## src/rtl/mips_pkg.sv

```systemverilog
// Shared MIPS decode definitions: opcodes, field positions and widths.
// Latency: n/a (declarations only).
// Backpressure: n/a.
package mips_pkg;

  localparam int REG_ADDR_W = 5;
  localparam int INSTR_W    = 32;
  localparam int NUM_REGS   = 32;

  localparam int OP_W     = 6;
  localparam int FUNCT_W  = 6;
  localparam int SHAMT_W  = 5;
  localparam int IMM_W    = 16;
  localparam int JIDX_W   = 26;

  localparam int OP_LSB    = 26;
  localparam int RS_LSB    = 21;
  localparam int RT_LSB    = 16;
  localparam int RD_LSB    = 11;
  localparam int SHAMT_LSB = 6;
  localparam int FUNCT_LSB = 0;
  localparam int IMM_LSB   = 0;
  localparam int JIDX_LSB  = 0;

  typedef enum logic [OP_W-1:0] {
    OP_RTYPE = 6'h00,
    OP_BEQ   = 6'h04,
    OP_BNE   = 6'h05,
    OP_ANDI  = 6'h0C,
    OP_ORI   = 6'h0D,
    OP_XORI  = 6'h0E,
    OP_LUI   = 6'h0F,
    OP_LW    = 6'h23,
    OP_SB    = 6'h28,
    OP_SH    = 6'h29,
    OP_SW    = 6'h2B
  } opcode_e;

  // Instructions whose rt field is a source operand rather than a destination.
  function automatic logic uses_rt(input logic [OP_W-1:0] op);
    return op inside {OP_RTYPE, OP_BEQ, OP_BNE, OP_SB, OP_SH, OP_SW};
  endfunction

endpackage

```

## src/rtl/id_stage_pipelined_if.sv

```systemverilog
// Decode stage bus: IF/ID and write-back inputs, ID/EX outputs and stall to IF.
// Latency: n/a. Backpressure: o_stall holds IF/ID for one cycle per assertion.
interface id_stage_pipelined_if #(parameter int DATA_W = 32);
  import mips_pkg::*;

  logic [INSTR_W-1:0]    i_instr;
  logic [DATA_W-1:0]     i_pc_plus4;
  logic                  i_valid;
  logic                  i_flush;
  logic                  i_regwrite;
  logic [REG_ADDR_W-1:0] i_wb_addr;
  logic [DATA_W-1:0]     i_wb_data;
  logic                  i_ex_memread;
  logic [REG_ADDR_W-1:0] i_ex_rt_addr;

  logic                  o_stall;
  logic                  o_valid;
  logic [OP_W-1:0]       o_op;
  logic [FUNCT_W-1:0]    o_funct;
  logic [SHAMT_W-1:0]    o_shamt;
  logic [REG_ADDR_W-1:0] o_rs_addr;
  logic [REG_ADDR_W-1:0] o_rt_addr;
  logic [REG_ADDR_W-1:0] o_rd_addr;
  logic [DATA_W-1:0]     o_rs_reg;
  logic [DATA_W-1:0]     o_rt_reg;
  logic [DATA_W-1:0]     o_sig_extended;
  logic [DATA_W-1:0]     o_branch_addres;
  logic [DATA_W-1:0]     o_jump_dir;

  modport master (
    output i_instr, i_pc_plus4, i_valid, i_flush, i_regwrite, i_wb_addr,
           i_wb_data, i_ex_memread, i_ex_rt_addr,
    input  o_stall, o_valid, o_op, o_funct, o_shamt, o_rs_addr, o_rt_addr,
           o_rd_addr, o_rs_reg, o_rt_reg, o_sig_extended, o_branch_addres,
           o_jump_dir
  );

  modport slave (
    input  i_instr, i_pc_plus4, i_valid, i_flush, i_regwrite, i_wb_addr,
           i_wb_data, i_ex_memread, i_ex_rt_addr,
    output o_stall, o_valid, o_op, o_funct, o_shamt, o_rs_addr, o_rt_addr,
           o_rd_addr, o_rs_reg, o_rt_reg, o_sig_extended, o_branch_addres,
           o_jump_dir
  );

endinterface

```

## src/rtl/id_regfile.sv

```systemverilog
// 32 x DATA_W register file, two combinational read ports, one write port, r0 hardwired 0.
// Latency: reads 0 cycles, writes land on the next edge.
// Backpressure: none.
module id_regfile
  import mips_pkg::*;
#(
  parameter int DATA_W    = 32,
  parameter int RF_BYPASS = 1
) (
  input  logic                  clk,
  input  logic                  rst,
  input  logic                  we,
  input  logic [REG_ADDR_W-1:0] waddr,
  input  logic [DATA_W-1:0]     wdata,
  input  logic [REG_ADDR_W-1:0] raddr_a,
  input  logic [REG_ADDR_W-1:0] raddr_b,
  output logic [DATA_W-1:0]     rdata_a,
  output logic [DATA_W-1:0]     rdata_b
);

  logic [DATA_W-1:0] regs [NUM_REGS];
  logic              wr_en;

  assign wr_en = we && (waddr != '0);

  always_ff @(posedge clk) begin
    if (rst) begin
      for (int i = 0; i < NUM_REGS; i++) regs[i] <= '0;
    end else if (wr_en) begin
      regs[waddr] <= wdata;
    end
  end

  // Write-through only when enabled; r0 is forced to zero regardless of storage.
  always_comb begin
    rdata_a = regs[raddr_a];
    if (raddr_a == '0)
      rdata_a = '0;
    else if ((RF_BYPASS != 0) && wr_en && (waddr == raddr_a))
      rdata_a = wdata;
  end

  always_comb begin
    rdata_b = regs[raddr_b];
    if (raddr_b == '0)
      rdata_b = '0;
    else if ((RF_BYPASS != 0) && wr_en && (waddr == raddr_b))
      rdata_b = wdata;
  end

endmodule

```

## src/rtl/id_stage_pipelined.sv

```systemverilog
// MIPS decode stage: regfile read, immediate/target generation, load-use stall, ID/EX register.
// Latency: 1 cycle instr -> ID/EX outputs; o_stall is combinational.
// Backpressure: load-use hazard raises o_stall and inserts a bubble; flush overrides stall.
module id_stage_pipelined
  import mips_pkg::*;
#(
  parameter int DATA_W    = 32,
  parameter int RF_BYPASS = 1,
  parameter int HAZARD_EN = 1
) (
  input logic                 clk,
  input logic                 rst,
  id_stage_pipelined_if.slave bus
);

  typedef struct packed {
    logic                  valid;
    logic [OP_W-1:0]       op;
    logic [FUNCT_W-1:0]    funct;
    logic [SHAMT_W-1:0]    shamt;
    logic [REG_ADDR_W-1:0] rs_addr;
    logic [REG_ADDR_W-1:0] rt_addr;
    logic [REG_ADDR_W-1:0] rd_addr;
    logic [DATA_W-1:0]     rs_reg;
    logic [DATA_W-1:0]     rt_reg;
    logic [DATA_W-1:0]     sig_ext;
    logic [DATA_W-1:0]     branch_tgt;
    logic [DATA_W-1:0]     jump_tgt;
  } idex_t;

  logic [OP_W-1:0]       op;
  logic [FUNCT_W-1:0]    funct;
  logic [SHAMT_W-1:0]    shamt;
  logic [REG_ADDR_W-1:0] rs_addr;
  logic [REG_ADDR_W-1:0] rt_addr;
  logic [REG_ADDR_W-1:0] rd_addr;
  logic [IMM_W-1:0]      imm;
  logic [JIDX_W-1:0]     jidx;
  logic [DATA_W-1:0]     rs_val;
  logic [DATA_W-1:0]     rt_val;
  logic [DATA_W-1:0]     imm_sext;
  logic [DATA_W-1:0]     sig_ext;
  logic                  hazard;
  logic                  stall;
  idex_t                 idex_d;
  idex_t                 idex_q;

  assign op      = bus.i_instr[OP_LSB    +: OP_W];
  assign rs_addr = bus.i_instr[RS_LSB    +: REG_ADDR_W];
  assign rt_addr = bus.i_instr[RT_LSB    +: REG_ADDR_W];
  assign rd_addr = bus.i_instr[RD_LSB    +: REG_ADDR_W];
  assign shamt   = bus.i_instr[SHAMT_LSB +: SHAMT_W];
  assign funct   = bus.i_instr[FUNCT_LSB +: FUNCT_W];
  assign imm     = bus.i_instr[IMM_LSB   +: IMM_W];
  assign jidx    = bus.i_instr[JIDX_LSB  +: JIDX_W];

  id_regfile #(
    .DATA_W    (DATA_W),
    .RF_BYPASS (RF_BYPASS)
  ) u_regfile (
    .clk     (clk),
    .rst     (rst),
    .we      (bus.i_regwrite),
    .waddr   (bus.i_wb_addr),
    .wdata   (bus.i_wb_data),
    .raddr_a (rs_addr),
    .raddr_b (rt_addr),
    .rdata_a (rs_val),
    .rdata_b (rt_val)
  );

  assign imm_sext = DATA_W'($signed(imm));

  // LUI keeps bit 31 as sign so 64-bit builds see the canonical sign-extended value.
  always_comb begin
    case (op)
      OP_ANDI, OP_ORI, OP_XORI: sig_ext = DATA_W'(imm);
      OP_LUI:                   sig_ext = DATA_W'($signed({imm, 16'h0000}));
      default:                  sig_ext = imm_sext;
    endcase
  end

  assign hazard = (HAZARD_EN != 0) && bus.i_valid && bus.i_ex_memread &&
                  (bus.i_ex_rt_addr != '0) &&
                  ((bus.i_ex_rt_addr == rs_addr) ||
                   ((bus.i_ex_rt_addr == rt_addr) && uses_rt(op)));

  assign stall       = hazard && !bus.i_flush && !rst;
  assign bus.o_stall = stall;

  always_comb begin
    idex_d = '0;
    if (!bus.i_flush && !stall) begin
      idex_d.valid      = bus.i_valid;
      idex_d.op         = op;
      idex_d.funct      = funct;
      idex_d.shamt      = shamt;
      idex_d.rs_addr    = rs_addr;
      idex_d.rt_addr    = rt_addr;
      idex_d.rd_addr    = rd_addr;
      idex_d.rs_reg     = rs_val;
      idex_d.rt_reg     = rt_val;
      idex_d.sig_ext    = sig_ext;
      idex_d.branch_tgt = bus.i_pc_plus4 + (imm_sext << 2);
      idex_d.jump_tgt   = {bus.i_pc_plus4[DATA_W-1:28], jidx, 2'b00};
    end
  end

  always_ff @(posedge clk) begin
    if (rst) idex_q <= '0;
    else     idex_q <= idex_d;
  end

  assign bus.o_valid         = idex_q.valid;
  assign bus.o_op            = idex_q.op;
  assign bus.o_funct         = idex_q.funct;
  assign bus.o_shamt         = idex_q.shamt;
  assign bus.o_rs_addr       = idex_q.rs_addr;
  assign bus.o_rt_addr       = idex_q.rt_addr;
  assign bus.o_rd_addr       = idex_q.rd_addr;
  assign bus.o_rs_reg        = idex_q.rs_reg;
  assign bus.o_rt_reg        = idex_q.rt_reg;
  assign bus.o_sig_extended  = idex_q.sig_ext;
  assign bus.o_branch_addres = idex_q.branch_tgt;
  assign bus.o_jump_dir      = idex_q.jump_tgt;

endmodule

```

## src/flat_wrapper.sv

```systemverilog
// flat-port wrapper written by rule: the top's interface ports become plain ports
module id_stage_pipelined_flat import mips_pkg::*;
#(
  parameter int DATA_W    = 32,
  parameter int RF_BYPASS = 1,
  parameter int HAZARD_EN = 1
)
  (clk, rst, bus_i_instr, bus_i_pc_plus4, bus_i_valid, bus_i_flush, bus_i_regwrite, bus_i_wb_addr, bus_i_wb_data, bus_i_ex_memread, bus_i_ex_rt_addr, bus_o_stall, bus_o_valid, bus_o_op, bus_o_funct, bus_o_shamt, bus_o_rs_addr, bus_o_rt_addr, bus_o_rd_addr, bus_o_rs_reg, bus_o_rt_reg, bus_o_sig_extended, bus_o_branch_addres, bus_o_jump_dir);
  id_stage_pipelined_if #(.DATA_W(DATA_W)) bus_i ();
  input logic clk;
  input logic rst;
  input wire logic [$bits(bus_i.i_instr)-1:0] bus_i_instr;
  input wire logic [$bits(bus_i.i_pc_plus4)-1:0] bus_i_pc_plus4;
  input wire logic [$bits(bus_i.i_valid)-1:0] bus_i_valid;
  input wire logic [$bits(bus_i.i_flush)-1:0] bus_i_flush;
  input wire logic [$bits(bus_i.i_regwrite)-1:0] bus_i_regwrite;
  input wire logic [$bits(bus_i.i_wb_addr)-1:0] bus_i_wb_addr;
  input wire logic [$bits(bus_i.i_wb_data)-1:0] bus_i_wb_data;
  input wire logic [$bits(bus_i.i_ex_memread)-1:0] bus_i_ex_memread;
  input wire logic [$bits(bus_i.i_ex_rt_addr)-1:0] bus_i_ex_rt_addr;
  output wire logic [$bits(bus_i.o_stall)-1:0] bus_o_stall;
  output wire logic [$bits(bus_i.o_valid)-1:0] bus_o_valid;
  output wire logic [$bits(bus_i.o_op)-1:0] bus_o_op;
  output wire logic [$bits(bus_i.o_funct)-1:0] bus_o_funct;
  output wire logic [$bits(bus_i.o_shamt)-1:0] bus_o_shamt;
  output wire logic [$bits(bus_i.o_rs_addr)-1:0] bus_o_rs_addr;
  output wire logic [$bits(bus_i.o_rt_addr)-1:0] bus_o_rt_addr;
  output wire logic [$bits(bus_i.o_rd_addr)-1:0] bus_o_rd_addr;
  output wire logic [$bits(bus_i.o_rs_reg)-1:0] bus_o_rs_reg;
  output wire logic [$bits(bus_i.o_rt_reg)-1:0] bus_o_rt_reg;
  output wire logic [$bits(bus_i.o_sig_extended)-1:0] bus_o_sig_extended;
  output wire logic [$bits(bus_i.o_branch_addres)-1:0] bus_o_branch_addres;
  output wire logic [$bits(bus_i.o_jump_dir)-1:0] bus_o_jump_dir;
  assign bus_i.i_instr = bus_i_instr;
  assign bus_i.i_pc_plus4 = bus_i_pc_plus4;
  assign bus_i.i_valid = bus_i_valid;
  assign bus_i.i_flush = bus_i_flush;
  assign bus_i.i_regwrite = bus_i_regwrite;
  assign bus_i.i_wb_addr = bus_i_wb_addr;
  assign bus_i.i_wb_data = bus_i_wb_data;
  assign bus_i.i_ex_memread = bus_i_ex_memread;
  assign bus_i.i_ex_rt_addr = bus_i_ex_rt_addr;
  assign bus_o_stall = bus_i.o_stall;
  assign bus_o_valid = bus_i.o_valid;
  assign bus_o_op = bus_i.o_op;
  assign bus_o_funct = bus_i.o_funct;
  assign bus_o_shamt = bus_i.o_shamt;
  assign bus_o_rs_addr = bus_i.o_rs_addr;
  assign bus_o_rt_addr = bus_i.o_rt_addr;
  assign bus_o_rd_addr = bus_i.o_rd_addr;
  assign bus_o_rs_reg = bus_i.o_rs_reg;
  assign bus_o_rt_reg = bus_i.o_rt_reg;
  assign bus_o_sig_extended = bus_i.o_sig_extended;
  assign bus_o_branch_addres = bus_i.o_branch_addres;
  assign bus_o_jump_dir = bus_i.o_jump_dir;
  id_stage_pipelined #(.DATA_W(DATA_W), .RF_BYPASS(RF_BYPASS), .HAZARD_EN(HAZARD_EN)) u_core (.clk(clk), .rst(rst), .bus(bus_i));
endmodule
```

## config.mk

```make
export PLATFORM = sky130hd
export DESIGN_NAME = id_stage_pipelined_flat
export DESIGN_NICKNAME = d
export VERILOG_FILES = /design/src/rtl/mips_pkg.sv /design/src/rtl/id_stage_pipelined_if.sv /design/src/rtl/id_regfile.sv /design/src/rtl/id_stage_pipelined.sv /design/src/flat_wrapper.sv
export SDC_FILE = /design/constraint.sdc
export NUM_CORES = 2
export LEC_CHECK = 0
export CORE_UTILIZATION = 60
export DETAILED_ROUTE_END_ITERATION = 16
export PLACE_DENSITY = 0.8
export SETUP_SLACK_MARGIN = 0.15
export SLEW_MARGIN = 0
export SYNTH_ARGS = -nofsm -noshare
export SYNTH_HDL_FRONTEND = slang
export SYNTH_SLANG_ARGS = --single-unit
```

## constraint.sdc

```tcl
create_clock -name clk -period 2.5 [get_ports clk]
set_input_delay 0.25 -clock clk [delete_from_list [all_inputs] [get_ports clk]]
set_output_delay 0.25 -clock clk [all_outputs]
set_load 0.03 [all_outputs]
```

==> results.py <==
metrics = {
    "outcome": {
        "status": "finished clean",
    },
    "floorplanning": {
        "ios": 306,
        "start_util_pct": 60.6,
        "coreArea_um2": 102000,
        "rows": 117,
        "die_h_um": 323,
        "die-area_um2": 104000,
        "die_w_um": 323,
    },
    "grt": {
        "grt_max_degree": 66,
        "grt_pass1_vias": 45700,
        "antenna_found_initial": 19,
        "grtUsageTotal_pct": 41.8,
        "globalRouteOverflowTotal": 0,
        "grt_pass1_wl_mm": 308,
    },
    "power": {
        "p_per_area_nw_per_um2": 663,
        "p_leak_nw": 27.3,
        "internal_power_w": 0.0365,
        "seq_power_share_pct": 47.1,
        "power_w": 0.0494,
        "p_switching_w": 0.0129,
        "peakVddDrop_mv": 0.647,
        "p_comb_share_pct": 14.6,
        "pwr-share-clk_pct": 38.3,
        "swShare_pct": 26.1,
    },
    "placed_design": {
        "dp_hpwl_mm": 141,
        "io_buffers": 303,
        "place_congestion": 0.980,
        "place_ws_ns": -0.738,
    },
    "timing": {
        "finalSetupTns_ns": 0,
        "skew_ns": 0.0251,
        "max-slew-margin-rel_pct": 36.1,
        "fin_crit_sh_pct": 94.0,
        "worst_pin_slew_ns": 0.945,
        "hold_ws_ns": 0.0763,
        "rsz0062_at_grt": "no",
        "maxSlewViolCount": 0,
        "layout_setup_ws_ns": 0.150,
        "setup_viol": 0,
        "fin_crit_ns": 2.35,
        "hold_viol": 0,
        "clock.fmax_ghz": 0.425,
    },
    "finish": {
        "fin_nets": 5278,
        "largest_register_ffs": 1024,
        "drive_gt1_share_pct": 22.9,
        "area_growth_pct": 20.5,
        "top_register": "u_core.u_regfile.regs",
    },
    "critical_path": {
        "critPathKind": "flip-flop to primary output",
        "critical_path.slowest_cell": "clkdlybuf4s50_1",
        "path_max_fanout": 1,
        "worstPathCellList": "clkdlybuf4s50_1",
        "critPathMaxStageDelay_ns": 0.76,
        "critPathBufInv": 1,
        "crit_path_start_kind": "flip-flop",
        "arrival_ns": 2.10,
        "critical-path-top-delay-family": "buffers and inverters",
        "required_ns": 2.25,
        "end_kind": "primary output",
    },
    "synth": {
        "seq_area_frac_synth_pct": 55.0,
        "synth.area.mux_share_pct": 19.0,
        "synthTopCellsByCount": "1055 x and2_1, 1024 x edfxtp_1, 390 x mux4_2",
        "yosysMostFrequentCell": "and2_1",
        "netlist.area_leader.share_pct": 49.7,
        "synth_compound_area_share_pct": 5.80,
        "yosysWarnings": 0,
        "ys_seq_elements": 1189,
        "synthAdderAreaFrac_pct": 0.619,
        "synth_top_family_by_area": "multiplexers",
        "synth_flop_cell": "edfxtp_1",
        "yosys.cell_types.count": 71,
        "avgSynthCellArea_um2": 13.4,
        "synthTopCellsByArea": "edfxtp_1 50%, mux4_2 14%, and2_1 11%",
        "yosys.area.top_type": "edfxtp_1",
        "synthXorXnorAreaFrac_pct": 0.495,
        "synth-async-reset-ratio_pct": 0,
        "synth_simple_gate_area_share_pct": 15.6,
        "syn-instance-count": 4633,
        "synthesis.area_um2": 61900,
        "synth-edff-count": 1024,
    },
    "routing": {
        "via_per_inst": 6.96,
        "drc": 0,
        "drt_iter0_markers": 7467,
        "antenna_left": 0,
        "num_vias": 46100,
        "firstDrtPassIters": 6,
        "wirelength_mm": 217,
        "post_drt_wl_per_cell_um": 32.7,
    },
    "min_path": {
        "min-delay-path-class": "input port to flip-flop",
    },
    "cts": {
        "cts.sink_count": 1189,
        "cts-buffers-inserted": 131,
        "clk_latency_ns": 0.76,
        "cts_tree": "built",
        "clk_pin_slew_ns": 0.06,
        "cts-root-buf": "clkbuf_16",
        "htree_levels": 4,
        "cts_buffer_depth": 3,
    },
    "job": {
        "drv_cap": 0,
    },
}
[cell usage in the layout, fill, tap and decap left out, drive strengths merged, types with 19 or more instances in the layout]
cell and count:
clkbuf 178, conb 34, a31oi 50, a221oi 61
nor2 69, a22oi 37, nor2b 51, edfxtp 1024
or2 34, a21oi 138, o21ai 41, and2 1055
mux4 390, o2111ai 63, nand3 77, o211ai 55
a32o 31, dfxtp 165, clkinv 40, buf 528
nand2 295, xor2 19, clkdlybuf4s50 281, mux2i 296
ha 29, nand4 53
[layout make-up]
cell class	instances	area, um^2
antenna	12	30.0
clock buffer	178	3630
clock inverter	59	497
fill	6460	27500
inverter	4	15.0
multi-input combinational	2986	26000
sequential	1189	34100
tap	1368	1710
timing repair buffer	824	8560
[power by group through the flow]
stage / Clock (W) / Combinational, W / Sequential, W
floorplan: 0 / 0.00361 / 0.0237
global placement: 0 / 0.00688 / 0.0235
detailed placement: 0 / 0.00697 / 0.0236
CTS: 0.0189 / 0.00702 / 0.0232
global route: 0.0197 / 0.00743 / 0.0233
finish: 0.0189 / 0.00721 / 0.0233
[worst register-to-register path, cell delays in order, from the launching register on]
cell       delay (ns)
edfxtp_1         0.41
mux4_2           0.47
nor2b_1          0.16
a31oi_1          0.15
o2111ai_1        0.33
a32o_1           0.38
[through the flow]
| stage | std cells | util (%) | instance area, um^2 |
|---|---|---|---|
| after floorplan | 4666 | - | 62000 |
| after global placement | 6361 | 68.9 | 70300 |
| after detailed placement | 6361 | 68.9 | 70300 |
| after CTS | 6603 | 73.0 | 74400 |
| after global routing | 6610 | 73.0 | 74500 |
| final | 6620 | 73.1 | 74500 |
[per-layer routing]
layer  global-route usage, %  routed length (um)
met1                    52.5               70100
met3                    11.9               33100
met5                       0                  80
met4                    29.9               17900
met2                    62.5               95500
[timing repair]
| item | CTS | global route |
|---|---|---|
| hold buffers | 2 | 3 |
| gates resized for setup | 9 | 8 |
| setup buffers | 3 | 2 |
| setup endpoints to repair | 6 | 9 |
| pin swaps | 3 | 9 |
| hold endpoints to repair | 2 | 5 |
[final timing paths]
| check | from | end | slack [ns] | cells past startpoint |
|---|---|---|---|---|
| setup reg to reg | u_core.u_regfile.regs[18][10] | u_core.bus.o_rt_reg[10] | 0.48 | 5 |
| setup / recovery | u_core.bus.o_rs_reg[11] | bus_o_rs_reg[11] | 0.15 | 1 |
| hold reg to reg | u_core.u_regfile.regs[8][11] | u_core.bus.o_rt_reg[11] | 0.87 | 5 |
| hold / removal | bus_i_pc_plus4[0] | u_core.bus.o_branch_addres[0] | 0.08 | 2 |
[cells by family (layout without fill, tap and decap cells)]
group | after synthesis | count (layout)
other | 1 | 46
AND/OR/NAND/NOR | 1691 | 1691
XOR/XNOR | 35 | 35
buffers and inverters | 491 | 1065
multiplexers | 688 | 688
flip-flops | 1189 | 1189
AO/OA/AOI/OAI | 508 | 508
adder cells (fa/ha/maj) | 30 | 30
No activity file was read; power rests on OpenSTA's default activity.
